<file path="config.mk">
export PLATFORM = sky130hd
export DESIGN_NAME = ctrl_sequencer_flat
export DESIGN_NICKNAME = d
export VERILOG_FILES = /design/src/rtl/ctrl_sequencer_if.sv /design/src/rtl/ctrl_sequencer.sv /design/src/flat_wrapper.sv
export SDC_FILE = /design/constraint.sdc
export NUM_CORES = 1
export LEC_CHECK = 0
export ABC_CLOCK_PERIOD_IN_PS = 2200
export BUFFER_PORTS_ARGS = -buffer_cell sky130_fd_sc_hd__clkbuf_2
export CORE_UTILIZATION = 39
export CTS_BUF_LIST = sky130_fd_sc_hd__clkbuf_4 sky130_fd_sc_hd__clkbuf_8
export DETAILED_ROUTE_END_ITERATION = 10
export HOLD_SLACK_MARGIN = 0.15
export PLACE_DENSITY = 0.81
export SYNTH_ARGS = -nofsm -noshare
export SYNTH_HDL_FRONTEND = slang
export SYNTH_SLANG_ARGS = --single-unit
</file>
<file path="constraint.sdc">
create_clock -name clock -period 2.2 [get_ports clock]
set_input_delay 0.22 -clock clock [delete_from_list [all_inputs] [get_ports clock]]
set_output_delay 0.22 -clock clock [all_outputs]
set_load 0.02 [all_outputs]
</file>
<file path="src/rtl/ctrl_sequencer_if.sv">
// ctrl_sequencer_if: control-strobe bundle between the hardwired sequencer
// and the datapath. The sequencer takes the master modport, and the datapath
// takes the slave modport.
// Optional: CTRL_STEP_EN adds the single-step input 'step'.
interface ctrl_sequencer_if;
    logic [31:0] IR;
    logic        stop;
`ifdef CTRL_STEP_EN
    logic        step;
`endif
    logic [15:0] Rin;
    logic [15:0] Rout;
    logic        PCin;
    logic        PCout;
    logic        IncPC;
    logic        MARin;
    logic        MDRin;
    logic        MDRout;
    logic        Read;
    logic        IRin;
    logic        Yin;
    logic        Zlowin;
    logic        Zlowout;
    logic [3:0]  ALUop;
    logic        run;

    modport master (
`ifdef CTRL_STEP_EN
        input  step,
`endif
        input  IR, stop,
        output Rin, Rout, PCin, PCout, IncPC, MARin, MDRin, MDRout, Read,
               IRin, Yin, Zlowin, Zlowout, ALUop, run
    );

    modport slave (
`ifdef CTRL_STEP_EN
        output step,
`endif
        output IR, stop,
        input  Rin, Rout, PCin, PCout, IncPC, MARin, MDRin, MDRout, Read,
               IRin, Yin, Zlowin, Zlowout, ALUop, run
    );
endinterface

</file>
<file path="src/rtl/ctrl_sequencer.sv">
// ctrl_sequencer: hardwired T-state control unit. It fetches an instruction
// and then executes register-register ALU operations. Strobes are decoded
// combinationally from the state register and the IR fields, because IR is
// only valid from T3 onward.
// Optional: CTRL_STEP_EN adds a WAIT state that is gated by bus.step ahead of
// every T0.
module ctrl_sequencer #(
    parameter logic [3:0] ALU_ADD = 4'd0,
    parameter logic [3:0] ALU_SUB = 4'd1,
    parameter logic [3:0] ALU_NOT = 4'd2,
    parameter logic [3:0] ALU_AND = 4'd3,
    parameter logic [3:0] ALU_OR  = 4'd4,
    parameter logic [3:0] ALU_NEG = 4'd5
) (
    input  logic              clock,
    input  logic              clear,
    ctrl_sequencer_if.master  bus
);

    localparam logic [4:0] OP_ADD  = 5'b00011;
    localparam logic [4:0] OP_SUB  = 5'b00100;
    localparam logic [4:0] OP_AND  = 5'b00101;
    localparam logic [4:0] OP_OR   = 5'b00110;
    localparam logic [4:0] OP_NEG  = 5'b10001;
    localparam logic [4:0] OP_NOT  = 5'b10010;
    localparam logic [4:0] OP_HALT = 5'b11011;

    typedef enum logic [3:0] {
        ST_RST,
        ST_T0,
        ST_T1,
        ST_T2,
        ST_T3,
        ST_T4,
        ST_T5,
        ST_HALT
`ifdef CTRL_STEP_EN
        , ST_WAIT
`endif
    } state_t;

    state_t      r_state;
    state_t      w_fetch_next;
    logic [4:0]  w_opcode;
    logic [3:0]  w_ra;
    logic [3:0]  w_rb;
    logic [3:0]  w_rc;
    logic [15:0] w_ra_hot;
    logic [15:0] w_rb_hot;
    logic [15:0] w_rc_hot;
    logic        w_binary;
    logic        w_unary;
    logic        w_halt;
    logic [3:0]  w_alu_code;

    assign w_opcode = bus.IR[31:27];
    assign w_ra     = bus.IR[26:23];
    assign w_rb     = bus.IR[22:19];
    assign w_rc     = bus.IR[18:15];
    assign w_ra_hot = 16'h0001 << w_ra;
    assign w_rb_hot = 16'h0001 << w_rb;
    assign w_rc_hot = 16'h0001 << w_rc;

    // Opcode classification and ALU code; NOP and unknown opcodes fall through as no class
    always_comb begin
        w_binary   = 1'b0;
        w_unary    = 1'b0;
        w_halt     = 1'b0;
        w_alu_code = '0;
        case (w_opcode)
            OP_ADD:  begin w_binary = 1'b1; w_alu_code = ALU_ADD; end
            OP_SUB:  begin w_binary = 1'b1; w_alu_code = ALU_SUB; end
            OP_AND:  begin w_binary = 1'b1; w_alu_code = ALU_AND; end
            OP_OR:   begin w_binary = 1'b1; w_alu_code = ALU_OR;  end
            OP_NEG:  begin w_unary  = 1'b1; w_alu_code = ALU_NEG; end
            OP_NOT:  begin w_unary  = 1'b1; w_alu_code = ALU_NOT; end
            OP_HALT: w_halt = 1'b1;
            default: ;
        endcase
    end

    // Destination of any edge that would start a new fetch; stop takes priority over fetch
    always_comb begin
        if (bus.stop) begin
            w_fetch_next = ST_HALT;
        end else begin
`ifdef CTRL_STEP_EN
            w_fetch_next = ST_WAIT;
`else
            w_fetch_next = ST_T0;
`endif
        end
    end

    // T-state sequencer; clear aborts any instruction asynchronously
    always_ff @(posedge clock or negedge clear) begin
        if (!clear) begin
            r_state <= ST_RST;
        end else begin
            case (r_state)
                ST_RST:  r_state <= w_fetch_next;
                ST_T0:   r_state <= ST_T1;
                ST_T1:   r_state <= ST_T2;
                ST_T2:   r_state <= ST_T3;
                ST_T3: begin
                    if (w_halt)                  r_state <= ST_HALT;
                    else if (w_binary || w_unary) r_state <= ST_T4;
                    else                         r_state <= w_fetch_next;
                end
                ST_T4: begin
                    if (w_binary) r_state <= ST_T5;
                    else          r_state <= w_fetch_next;
                end
                ST_T5:   r_state <= w_fetch_next;
                ST_HALT: r_state <= ST_HALT;
`ifdef CTRL_STEP_EN
                ST_WAIT: if (bus.step) r_state <= ST_T0;
`endif
                default: r_state <= ST_RST;
            endcase
        end
    end

    // Strobe decode from the current state and the IR fields
    always_comb begin
        bus.Rin     = '0;
        bus.Rout    = '0;
        bus.PCin    = 1'b0;
        bus.PCout   = 1'b0;
        bus.IncPC   = 1'b0;
        bus.MARin   = 1'b0;
        bus.MDRin   = 1'b0;
        bus.MDRout  = 1'b0;
        bus.Read    = 1'b0;
        bus.IRin    = 1'b0;
        bus.Yin     = 1'b0;
        bus.Zlowin  = 1'b0;
        bus.Zlowout = 1'b0;
        bus.ALUop   = '0;
        bus.run     = (r_state != ST_RST) && (r_state != ST_HALT);
        case (r_state)
            ST_T0: begin
                bus.PCout  = 1'b1;
                bus.MARin  = 1'b1;
                bus.IncPC  = 1'b1;
                bus.Zlowin = 1'b1;
            end
            ST_T1: begin
                bus.Zlowout = 1'b1;
                bus.PCin    = 1'b1;
                bus.Read    = 1'b1;
                bus.MDRin   = 1'b1;
            end
            ST_T2: begin
                bus.MDRout = 1'b1;
                bus.IRin   = 1'b1;
            end
            ST_T3: begin
                if (w_binary) begin
                    bus.Rout = w_rb_hot;
                    bus.Yin  = 1'b1;
                end else if (w_unary) begin
                    bus.Rout   = w_rb_hot;
                    bus.Zlowin = 1'b1;
                    bus.ALUop  = w_alu_code;
                end
            end
            ST_T4: begin
                if (w_binary) begin
                    bus.Rout   = w_rc_hot;
                    bus.Zlowin = 1'b1;
                    bus.ALUop  = w_alu_code;
                end else if (w_unary) begin
                    bus.Zlowout = 1'b1;
                    bus.Rin     = w_ra_hot;
                end
            end
            ST_T5: begin
                bus.Zlowout = 1'b1;
                bus.Rin     = w_ra_hot;
            end
            default: ;
        endcase
    end

endmodule

</file>
<file path="src/flat_wrapper.sv">
// flat-port wrapper written by rule: the top's interface ports become plain ports
module ctrl_sequencer_flat 
#(
    parameter logic [3:0] ALU_ADD = 4'd0,
    parameter logic [3:0] ALU_SUB = 4'd1,
    parameter logic [3:0] ALU_NOT = 4'd2,
    parameter logic [3:0] ALU_AND = 4'd3,
    parameter logic [3:0] ALU_OR  = 4'd4,
    parameter logic [3:0] ALU_NEG = 4'd5
)
  (clock, clear, bus_IR, bus_stop, bus_Rin, bus_Rout, bus_PCin, bus_PCout, bus_IncPC, bus_MARin, bus_MDRin, bus_MDRout, bus_Read, bus_IRin, bus_Yin, bus_Zlowin, bus_Zlowout, bus_ALUop, bus_run);
  ctrl_sequencer_if bus_i ();
  input  logic clock;
  input  logic clear;
  input wire logic [$bits(bus_i.IR)-1:0] bus_IR;
  input wire logic [$bits(bus_i.stop)-1:0] bus_stop;
  output wire logic [$bits(bus_i.Rin)-1:0] bus_Rin;
  output wire logic [$bits(bus_i.Rout)-1:0] bus_Rout;
  output wire logic [$bits(bus_i.PCin)-1:0] bus_PCin;
  output wire logic [$bits(bus_i.PCout)-1:0] bus_PCout;
  output wire logic [$bits(bus_i.IncPC)-1:0] bus_IncPC;
  output wire logic [$bits(bus_i.MARin)-1:0] bus_MARin;
  output wire logic [$bits(bus_i.MDRin)-1:0] bus_MDRin;
  output wire logic [$bits(bus_i.MDRout)-1:0] bus_MDRout;
  output wire logic [$bits(bus_i.Read)-1:0] bus_Read;
  output wire logic [$bits(bus_i.IRin)-1:0] bus_IRin;
  output wire logic [$bits(bus_i.Yin)-1:0] bus_Yin;
  output wire logic [$bits(bus_i.Zlowin)-1:0] bus_Zlowin;
  output wire logic [$bits(bus_i.Zlowout)-1:0] bus_Zlowout;
  output wire logic [$bits(bus_i.ALUop)-1:0] bus_ALUop;
  output wire logic [$bits(bus_i.run)-1:0] bus_run;
  assign bus_i.IR = bus_IR;
  assign bus_i.stop = bus_stop;
  assign bus_Rin = bus_i.Rin;
  assign bus_Rout = bus_i.Rout;
  assign bus_PCin = bus_i.PCin;
  assign bus_PCout = bus_i.PCout;
  assign bus_IncPC = bus_i.IncPC;
  assign bus_MARin = bus_i.MARin;
  assign bus_MDRin = bus_i.MDRin;
  assign bus_MDRout = bus_i.MDRout;
  assign bus_Read = bus_i.Read;
  assign bus_IRin = bus_i.IRin;
  assign bus_Yin = bus_i.Yin;
  assign bus_Zlowin = bus_i.Zlowin;
  assign bus_Zlowout = bus_i.Zlowout;
  assign bus_ALUop = bus_i.ALUop;
  assign bus_run = bus_i.run;
  ctrl_sequencer #(.ALU_ADD(ALU_ADD), .ALU_SUB(ALU_SUB), .ALU_NOT(ALU_NOT), .ALU_AND(ALU_AND), .ALU_OR(ALU_OR), .ALU_NEG(ALU_NEG)) u_core (.clock(clock), .clear(clear), .bus(bus_i));
endmodule
</file>
==> results.json <==
{
  "status": "complete, no violations",
  "class_of_the_tightest_hold_or_removal_check": "input port to asynchronous set/reset pin",
  "floorplan.initialDensity_pct": 42.29,
  "io_buffers": 66,
  "fp.dieH_um": 51.45,
  "clk_latency_ps": 240,
  "antenna_violating_nets_remaining": 0,
  "achievable-frequency_mhz": 474.1,
  "cp_slowest_cell": "sky130_fd_sc_hd__dfrtp_2",
  "power.leakage_nw": 0.6861,
  "synth-edff-count": 0,
  "cts.sinks": 3,
  "grt_max_degree": 17,
  "setup_ws_ps": 90.78,
  "core_area_mm2": 0.002255,
  "maxSlewViolCount": 0,
  "area_growth_pct": 49.08,
  "placementRows": 17,
  "final_core_utilization_pct": 63.04,
  "cts_buffers": 3,
  "setup.worst_path.end_class": "output pin",
  "layout_worst_path_cycle_share_pct": 95.87,
  "synth_top_area_cell": "sky130_fd_sc_hd__nor2_1",
  "cpMostUsedCell": "sky130_fd_sc_hd__buf_4",
  "worst-endpoint-arrival_ps": 1890,
  "first_global_vias": 1037,
  "hold_violations": 0,
  "largest_register": "u_core.r_state",
  "tns_ps": 0,
  "synth.top_cells.by_area": "sky130_fd_sc_hd__nor2_1, sky130_fd_sc_hd__o32ai_1, sky130_fd_sc_hd__nand2b_1",
  "dieArea_mm2": 0.002647,
  "grt_antenna_before_repair": 0,
  "largest_reg_flops": 3,
  "worst_ir_drop_vdd_mv": 0.4931,
  "number_of_buffers_on_the_longest_clock_path": 2,
  "grt_pass1_wl_um": 4298,
  "dp_slack_ps": 155.6,
  "ys.flop_type": "sky130_fd_sc_hd__dfrtp_1",
  "post_synth.cell_area_avg_um2": 6.810,
  "yosysTopAreaCellShare_pct": 10.24,
  "drt-vias-per-instance": 5.387,
  "launch_point_of_the_critical_path": "u_core.r_state[0]",
  "mappedNetlistArea_um2": 953.4,
  "biggestRegsByFlops": "u_core.r_state: 3 flops",
  "synth-seq-cells": 3,
  "drt_iter0_markers": 19,
  "grt.total_usage_pct": 20.79,
  "drt_pre_antenna_iters": 4,
  "netlist_instances": 140,
  "drt_wl_cell_um": 11.61,
  "async_reset_ff_share_pct": 100.0,
  "cp-start-kind": "flip-flop",
  "crit_fanout": 16,
  "numnets_final": 246,
  "finalClockSkew_ps": 2.737,
  "routabilityCongestion": 0.8595,
  "reg2reg_setup_slack_ps": 900,
  "route.final.wire_length_um": 2764,
  "antenna_cells_inserted": 0,
  "r2r-start": "u_core.r_state[0]",
  "yosys_warning_count": 0,
  "cts_root_buf": "sky130_fd_sc_hd__clkbuf_4",
  "via_count": 1282,
  "nets_in_the_synthesized_netlist": 175,
  "critical_path.max_stage_delay_ps": 480,
  "clk_pin_slew_worst_paths_ps": 40,
  "period_needed_ps": 2109,
  "grt_overflow": 0,
  "max_cap_violations": 0,
  "criticalPathCategory": "flip-flop to output pin",
  "h-tree-depth": 1,
  "synth.yosys.seq_area_share_pct": 7.874,
  "die_width_um": 51.45,
  "dpl.hpwl_um": 2202,
  "final_layout_size_suffix_gt1_share_pct": 46.67,
  "synth_cell_types": 42,
  "drc": 0,
  "tritoncts_clock_tree": "done",
  "pin_count": 83,
  "timing.final.setup_violations": 0,
  "crit_path_cell_trace": "buf_4 > nor3_2 > nand2b_1 > buf_4 > o32ai_1 > clkbuf_2",
  "worst_ep_required_time_ps": 1980,
  "pwr_dens_mw_per_mm2": 717.4
}
cell usage after synthesis (all sizes together), types with 4 or more instances:
master	instances
buf	12
inv	5
nand2	10
nand2b	14
nor2	26
nor2b	5
nor3	8
o2bb2ai	4
o32ai	11
cells in the final DEF, fill, tap and decap left out, types with 2 or more instances in the layout:
cell type                   count
sky130_fd_sc_hd__o2bb2ai_1      4
sky130_fd_sc_hd__inv_1          5
sky130_fd_sc_hd__clkbuf_2      58
sky130_fd_sc_hd__clkbuf_4       4
sky130_fd_sc_hd__a22oi_1        2
sky130_fd_sc_hd__nand2b_1      12
sky130_fd_sc_hd__dfrtp_1        2
sky130_fd_sc_hd__nand2b_4       2
sky130_fd_sc_hd__nor3_1         7
sky130_fd_sc_hd__nand4b_1       3
sky130_fd_sc_hd__nor2b_1        5
sky130_fd_sc_hd__nand3_1        2
sky130_fd_sc_hd__buf_4         13
sky130_fd_sc_hd__buf_2          7
sky130_fd_sc_hd__nand2_1       10
sky130_fd_sc_hd__or2_2          3
sky130_fd_sc_hd__o21ai_0        3
sky130_fd_sc_hd__o32ai_1        7
sky130_fd_sc_hd__and3_1         2
sky130_fd_sc_hd__o211ai_1       2
sky130_fd_sc_hd__or3_1          3
sky130_fd_sc_hd__o32ai_2        4
sky130_fd_sc_hd__nor2_1        26
cell families after synthesis:
logic type      count (synthesis)  synth area share [%]
simple gates                   83                 46.46
flops                           3                 7.874
other cells                     1                0.3933
compound gates                 32                 29.53
xor+xnor                        3                 3.544
buf+inv                        18                 12.20
routing by layer:
metal	up-vias	track usage (%)	share of wire, %
met3	0	5.357	7.6
met4	0	2.703	0
met2	56	38.31	50
met5	-	0	0
li1	656	-	-
met1	570	24.29	43
critical path: cells and delay by family, from the launching register on:
| kind | cells | cell delay, ps |
|---|---|---|
| flops | 1 | 480 |
| simple gates | 2 | 270 |
| compound gates | 1 | 320 |
| buf+inv | 3 | 580 |
layout make-up:
type | instances | area, um^2
Clock buffer | 4 | 30.03
Sequential cell | 3 | 76.32
Fill cell | 234 | 833.3
Multi-Input combinational cell | 119 | 828.3
Inverter | 5 | 18.77
Timing Repair Buffer | 79 | 432.9
Tap cell | 28 | 35.03
power breakdown:
part | switching (mW) | total, mW | internal [mW]
registers | 0.0511 | 0.139 | 0.0875
clock network | 0.0327 | 0.113 | 0.0805
logic | 0.451 | 0.768 | 0.317
total | 0.535 | 1.02 | 0.485
worst paths after layout:
check                                     to  cells past startpoint
max                              bus_Rout[9]                      6
min                        u_core.r_state[2]                      2
max reg2reg                u_core.r_state[1]                      4
min reg2reg                u_core.r_state[0]                      1
max in group asynchronous  u_core.r_state[0]                      2
min in group clock         u_core.r_state[1]                      3
stage by stage:
step	cell area (um^2)	cells	hold WS, ps	total power, mW
after floorplan	953.4	140	-75.59	0.6545
after global placement	1274	228	18.39	0.8041
after detailed placement	1274	228	19.43	0.8120
after CTS	1315	233	306.9	0.9352
after global routing	1421	238	316.1	1.111
final	1421	238	309.7	1.020
what timing repair did:
action	in CTS	in global routing
gates resized for setup	1	19
hold buffers	1	0
pin swaps	0	3
setup endpoints to repair	5	12
setup buffers	0	5
hold endpoints to repair	3	0
No activity file was read; power rests on OpenSTA's default activity.
